==> src/rtl/butterfly_modred_if.sv <==
// rtl/butterfly_modred_if.sv - valid/ready bundle between the butterfly adder and write-back
interface butterfly_modred_if #(
  parameter int IN_W = 32
);
  logic            in_valid;
  logic            in_ready;
  logic [IN_W-1:0] in_data;
  logic            out_valid;
  logic            out_ready;
  logic [11:0]     out_data;
  logic            out_err;

  modport master (
    output in_valid, in_data, out_ready,
    input  in_ready, out_valid, out_data, out_err
  );

  modport slave (
    input  in_valid, in_data, out_ready,
    output in_ready, out_valid, out_data, out_err
  );
endinterface

==> src/rtl/butterfly_modred.sv <==
// rtl/butterfly_modred.sv - four-stage Barrett reduction of the adder sum modulo q
module butterfly_modred #(
  parameter int IN_W = 32,
  parameter int Q    = 3329,
  parameter int K    = 24,
  parameter int M    = 5039
) (
  input  logic               clk,
  input  logic               rst,
  butterfly_modred_if.slave  bus
);
  localparam logic [13:0] Q1 = 14'(Q);
  localparam logic [13:0] Q2 = 14'(2 * Q);

  logic         adv;

  logic         s1_valid;
  logic [K-1:0] s1_x;
  logic         s1_err;

  logic         s2_valid;
  logic [12:0]  s2_t;
  logic [K-1:0] s2_x;
  logic         s2_err;

  logic         s3_valid;
  logic [13:0]  s3_r;
  logic         s3_err;

  logic         s4_valid;
  logic [11:0]  s4_data;
  logic         s4_err;

  logic [12:0]  t_next;
  logic [13:0]  r_next;
  logic [11:0]  y_next;

  // Whole pipe moves as one; a stalled output freezes every stage.
  assign adv          = ~s4_valid | bus.out_ready;
  assign bus.in_ready = adv & ~rst;

  always_comb begin
    t_next = 13'((37'(s1_x) * 37'(M)) >> K);
    // True remainder fits in 14 bits, so modulo-2^14 arithmetic is exact.
    r_next = 14'(s2_x) - 14'(26'(s2_t) * 26'(Q));
    if (s3_r >= Q2) begin
      y_next = 12'(s3_r - Q2);
    end else if (s3_r >= Q1) begin
      y_next = 12'(s3_r - Q1);
    end else begin
      y_next = 12'(s3_r);
    end
  end

  always_ff @(posedge clk or posedge rst) begin
    if (rst) begin
      s1_valid <= 1'b0;
      s1_x     <= '0;
      s1_err   <= 1'b0;
      s2_valid <= 1'b0;
      s2_t     <= '0;
      s2_x     <= '0;
      s2_err   <= 1'b0;
      s3_valid <= 1'b0;
      s3_r     <= '0;
      s3_err   <= 1'b0;
      s4_valid <= 1'b0;
      s4_data  <= '0;
      s4_err   <= 1'b0;
    end else if (adv) begin
      s1_valid <= bus.in_valid;
      s1_x     <= bus.in_data[K-1:0];
      s1_err   <= |bus.in_data[IN_W-1:K];
      s2_valid <= s1_valid;
      s2_t     <= t_next;
      s2_x     <= s1_x;
      s2_err   <= s1_err;
      s3_valid <= s2_valid;
      s3_r     <= r_next;
      s3_err   <= s2_err;
      s4_valid <= s3_valid;
      s4_data  <= y_next;
      s4_err   <= s3_err;
    end
  end

  assign bus.out_valid = s4_valid;
  assign bus.out_data  = s4_data;
  assign bus.out_err   = s4_err;
endmodule

==> src/flat_wrapper.sv <==
// flat-port wrapper written by rule: the top's interface ports become plain ports
module butterfly_modred_flat 
#(
  parameter int IN_W = 32,
  parameter int Q    = 3329,
  parameter int K    = 24,
  parameter int M    = 5039
)
  (clk, rst, bus_in_valid, bus_in_data, bus_out_ready, bus_in_ready, bus_out_valid, bus_out_data, bus_out_err);
  butterfly_modred_if #(.IN_W(IN_W)) bus_i ();
  input  logic clk;
  input  logic rst;
  input wire logic [$bits(bus_i.in_valid)-1:0] bus_in_valid;
  input wire logic [$bits(bus_i.in_data)-1:0] bus_in_data;
  input wire logic [$bits(bus_i.out_ready)-1:0] bus_out_ready;
  output wire logic [$bits(bus_i.in_ready)-1:0] bus_in_ready;
  output wire logic [$bits(bus_i.out_valid)-1:0] bus_out_valid;
  output wire logic [$bits(bus_i.out_data)-1:0] bus_out_data;
  output wire logic [$bits(bus_i.out_err)-1:0] bus_out_err;
  assign bus_i.in_valid = bus_in_valid;
  assign bus_i.in_data = bus_in_data;
  assign bus_i.out_ready = bus_out_ready;
  assign bus_in_ready = bus_i.in_ready;
  assign bus_out_valid = bus_i.out_valid;
  assign bus_out_data = bus_i.out_data;
  assign bus_out_err = bus_i.out_err;
  butterfly_modred #(.IN_W(IN_W), .Q(Q), .K(K), .M(M)) u_core (.clk(clk), .rst(rst), .bus(bus_i));
endmodule
==> config.mk <==
export PLATFORM = sky130hd
export DESIGN_NAME = butterfly_modred_flat
export DESIGN_NICKNAME = d
export VERILOG_FILES = /design/src/rtl/butterfly_modred_if.sv /design/src/rtl/butterfly_modred.sv /design/src/flat_wrapper.sv
export SDC_FILE = /design/constraint.sdc
export NUM_CORES = 1
export LEC_CHECK = 0
export CORE_UTILIZATION = 55
export CTS_CLUSTER_DIAMETER = 80
export CTS_CLUSTER_SIZE = 14
export DETAILED_ROUTE_END_ITERATION = 7
export HOLD_SLACK_MARGIN = 0.05
export PLACE_DENSITY = 0.74
export SETUP_SLACK_MARGIN = 0.3
export SLEW_MARGIN = 20
export SYNTH_ARGS = -nofsm -noshare
export SYNTH_HDL_FRONTEND = slang
export SYNTH_SLANG_ARGS = --single-unit
export TNS_END_PERCENT = 20
==> constraint.sdc <==
create_clock -name clk -period 11.1 [get_ports clk]
set_input_delay 2.22 -clock clk [delete_from_list [all_inputs] [get_ports clk]]
set_output_delay 2.22 -clock clk [all_outputs]
set_load 0.02 [all_outputs]
# Word level (Yosys, flattened, before mapping)
# Index checks and enable logic that the tools add are counted.
[op_classes] addsub=3 mul=2 order_cmp=2 bitwise_logic=4 reduce_logical=1 mux=2
[ops] operator="$mul A24 B13 Y37 const B" n=1
[ops] operator="$mux W12" n=2
[ops] operator="$sub A12 B12 Y12 const B" n=2
[ops] operator="$ge A14 B12 Y1 const B" n=1
[ops] operator="$ge A14 B13 Y1 const B" n=1
[ops] operator="$mul A13 B12 Y14 const B" n=1
[ops] operator="$sub A14 B14 Y14" n=1
[ops] operator="$reduce_or A8 Y1" n=1
[ops] operator="$not A1 Y1" n=2
[ops] operator="$and A1 B1 Y1" n=1
[ops] operator="$or A1 B1 Y1" n=1
[word_totals] word_cells=27 output_inout_bits=15 reg_bits=85 inputBits=36

# Longest topological paths before layout
[depth] depth_word=3 depth_mapped=19 depth_no_buf=19

# Worst setup path before layout
# Ideal clock, no wire load.
[synth_path] path_type="input-to-output" from="input port bus_out_ready" to="output port bus_in_ready" path_slack_ns=5.616 stages=5 n_path_buf=3 required_time_ns=8.880 arrival_ns=3.264 path_cell_list="nor2b_1 clkbuf_1 clkbuf_1 clkbuf_1 nor2_1"
[synth_between] elab_chain_len=2
[synth_rtl] item="from (decl)" line="flat_wrapper.sv:15" source="input wire logic [$bits(bus_i.out_ready)-1:0] bus_out_ready;"
[synth_rtl] item="$or A1 B1 Y1" line="butterfly_modred.sv:39" source="assign adv = ~s4_valid | bus.out_ready;"
[synth_rtl] item="$and A1 B1 Y1" line="butterfly_modred.sv:40" source="assign bus.in_ready = adv & ~rst;"
[synth_rtl] item="to (decl)" line="flat_wrapper.sv:16" source="output wire logic [$bits(bus_i.in_ready)-1:0] bus_in_ready;"
# Every way passes these cells.

# Worst setup path in the final report
# Same ends and word-level chain as after synthesis.

==> metrics.sh <==
WORST_SETUP_PATH_START_KIND='primary input'
TIMING.CRITICAL_PATH.ARRIVAL_NS=3.86
POST-ROUTE-DRC-COUNT=5
FLOW.AREA_GROWTH_FROM_SYNTHESIS_PCT=10.2
FLOORPLAN.DIE.WIDTH_UM=139
OVERFLOW=0
FIRST_GLOBAL_VIAS=7520
MAX_CAP_VIOL_COUNT=0
MAPPEDNETLISTNETS=1394
FINAL-MAX-SLEW-VIOLATION-COUNT=0
HOLDCRITPATHCLASS='flop to flop'
GRT_SETUP_UNREPAIRED='no'
NUM_ANTENNA_CELLS=0
FMAX_MHz=164
WORST_HOLD_SLACK_NS=0.461
SYNTH_SEQ_CELLS=85
SYNTH_ASYNC_SR_FLOP_SHARE_PCT=100
DIE_AREA_UM2=19200
DRIVE_GT1_SHARE_PCT=2.99
FINAL_CELL_COUNT_NO_FILL=1332
GRT_PASS1_WL_UM=37400
CORE-AREA_UM2=18100
SETUP_WS_NS=5.02
CLK_PATH_BUF_DEPTH=2
CLK_LATENCY_NS=0.35
TOP_LIBRARY_CELLS_BY_USAGE_IN_THE_LAYOUT_FILL_AND_TAPS_ASIDE='182 x inv_1, 166 x ha_1, 149 x nand2_1, 136 x fa_1, 85 x dfrtp_1'
FINAL_HOLD_VIOL_COUNT=0
LAYOUT.FILLER_CELLS=1571
START_UTIL_PCT=56.6
DRT_ITER0_DRC=437
FIN_CRIT_SH_PCT=54.8
CP_CELL_SEQUENCE='clkdlybuf4s50_1, nor2b_4, buf_4, nor2_1, clkdlybuf4s50_1'
HPWLAFTERDP_UM=17500
NUMBER_OF_SYNTHESIZED_FLOPS_WITH_AN_ENABLE_PIN=0
DRT_FIRST_PASS_ITERS=7
FIN_NETS=1436
CRIT_FANOUT=40
MAXSLEWHEADROOM_PCT=34.7
SYNTH_FLOP_CELL='dfrtp_1'
POSTSYNTHCELLCOUNT=1056
SYNTHESIS.AREA_PER_INSTANCE_UM2=9.72
SYN_AREA_UM2=10300
RUN_STATUS='finished, violations left'
GRT_START_MAX_NET_PINS=92
TIMING.SETUP.CRITICAL_PATH_CLASS='primary input to output port'
GRT_UTIL_ALL_LAYERS_PCT=24.7
PLACEMENT_ROWS=49
SETUP_VIOL=0
VIAS=7299
DRT-WIRELENGTH-PER-CELL_UM=16.3
POST-PLACE-CELLS=1316
NUMBER_OF_ANTENNA_VIOLATIONS_AT_THE_FIRST_CHECK_IN_GLOBAL_ROUTING=0
SYNTH_SEQ_AREA_SHARE_PCT=20.7
IO_BUFFERS=50
SEQUENTIAL_CELL_AREA_UM2=2130
WORST-ENDPOINT-REQUIRED_NS=8.88
POST-CTS-SETUP-BUFFER-COUNT=0
ROUTE.DETAILED.VIAS_PER_INST=5.48
CTS.REPORTEDPATHS.CLKPINSLEW_NS=0.07
CLOCK_TREE.HTREE_LEVEL_COUNT=3
POST_ROUTE_MINIMUM_PERIOD_NS=6.08
IO-PIN-COUNT=51
LAYOUT_COMMONEST_CELL='inv_1'
SYNTH.DISTINCT_CELLS=55
GLOBALPLACE.CONGESTION=0.894
SUM_OF_NEGATIVE_SETUP_SLACK_NS=0
CRITICAL-PATH-TOP-CELL-BY-COUNT='clkdlybuf4s50_1'
CPPEAKSTAGEDELAY_NS=0.55
HOLD_BUFFERS=0
NUMBER_OF_SINKS_ON_THE_CLOCK_NET=85
FINAL_ANTENNA_NET_COUNT=0
FIN_WORST_SKEW_NS=0.00862
CTS_ROOT_BUF='clkbuf_16'
ROUTED_WIRELENGTH_UM=21700
CP-END-KIND='output port'
TRITONCTS_CLOCK_TREE='yes'
WORST_PIN_SLEW_NS=0.980
YOSYSWARNINGCOUNT=0
PRE_CTS_SLACK_NS=5.03
FAILED_CHECKS='design-rule violations'
POST_CTS_RESIZED=0
CRITICAL-PATH-SLOWEST-CELL='clkdlybuf4s50_1'
HEIGHT_OF_THE_DIE_UM=139
MULTIINPUTGATEAREA_UM2=7380
CTS_INSERTED_BUFFERS=9
-- cells by family (layout without fill, tap and decap cells) --
family          Yosys count  count (layout)  synth area share (%)
mux                       4               4                 0.475
compound gates          175             175                  10.7
fa+ha+maj               302             302                  46.8
flops                    85              85                  20.7
buf+inv                 205             252                  7.51
simple gates            247             247                  10.6
xor+xnor                 38              38                  3.24
-- layer usage --
layer  vias up  share of wire [%]  GRT usage, %
li1       3535                  -             -
met1      3589                 46          34.1
met2       145                 48          41.1
met3        30                3.9          2.90
met4         0                2.3          7.49
met5         -                  0             0
-- final timing paths --
| kind | start | to | slack [ns] | cells after the start |
|---|---|---|---|---|
| min reg2reg | u_core.s3_valid | u_core.s3_valid | 0.46 | 2 |
| max reg2reg | u_core.s1_x[9] | u_core.s2_t[11] | 5.48 | 15 |
| max | bus_out_ready | bus_in_ready | 5.02 | 5 |
| min | u_core.s3_valid | u_core.s3_valid | 0.46 | 2 |
| max in group asynchronous | rst | u_core.s1_x[21] | 8.07 | 3 |
| min in group asynchronous | rst | u_core.s1_x[4] | 2.11 | 2 |
-- per-stage QoR --
| step | area, µm² | utilization [%] |
|---|---|---|
| after detailed placement | 11000 | 60.7 |
| after global placement | 11000 | 60.7 |
| after global routing | 11300 | 62.3 |
| final | 11300 | 62.3 |
| after floorplan | 10300 | - |
| after CTS | 11300 | 62.3 |
-- cell usage after synthesis (all sizes together), types with 12 or more instances --
master	number	area [µm²]
nor3	12	60.1
xnor2	22	193
dfrtp	85	2130
clkbuf	18	67.6
xor2	16	140
nor2	38	143
o21a	14	105
a21oi	43	219
a21o	12	90.1
fa	136	2720
ha	166	2080
o21ai	51	255
nand2	149	559
inv	183	687
-- area by class of cell --
class                   instances  share of cell area, %
flip-flops and latches         85                   18.8
repair buffers                 53                   4.66
multi-input cells             766                   65.3
clock inverters                 6                  0.608
well taps                     229                   2.53
clock buffers                  10                   2.02
inverters                     183                   6.08
-- registers in the layout, summed over array words and instances, names as in the netlist --
register,count
u_core.s1_x,24
u_core.s2_x,14
u_core.s3_r,14
u_core.s2_t,13
u_core.bus.out_data,12
u_core.bus.out_err,1
u_core.bus.out_valid,1
u_core.s1_err,1
u_core.s1_valid,1
u_core.s2_err,1
u_core.s2_valid,1
u_core.s3_err,1
u_core.s3_valid,1
-- worst max-delay path, delay by kind of cell --
kind / cells / cell delay (ns)
buffers and inverters: 3 / 1.43
AND/OR/NAND/NOR: 2 / 0.18
Power is not shown: default switching activity piles up to over one toggle a cycle in this logic, so the estimate is an artifact.
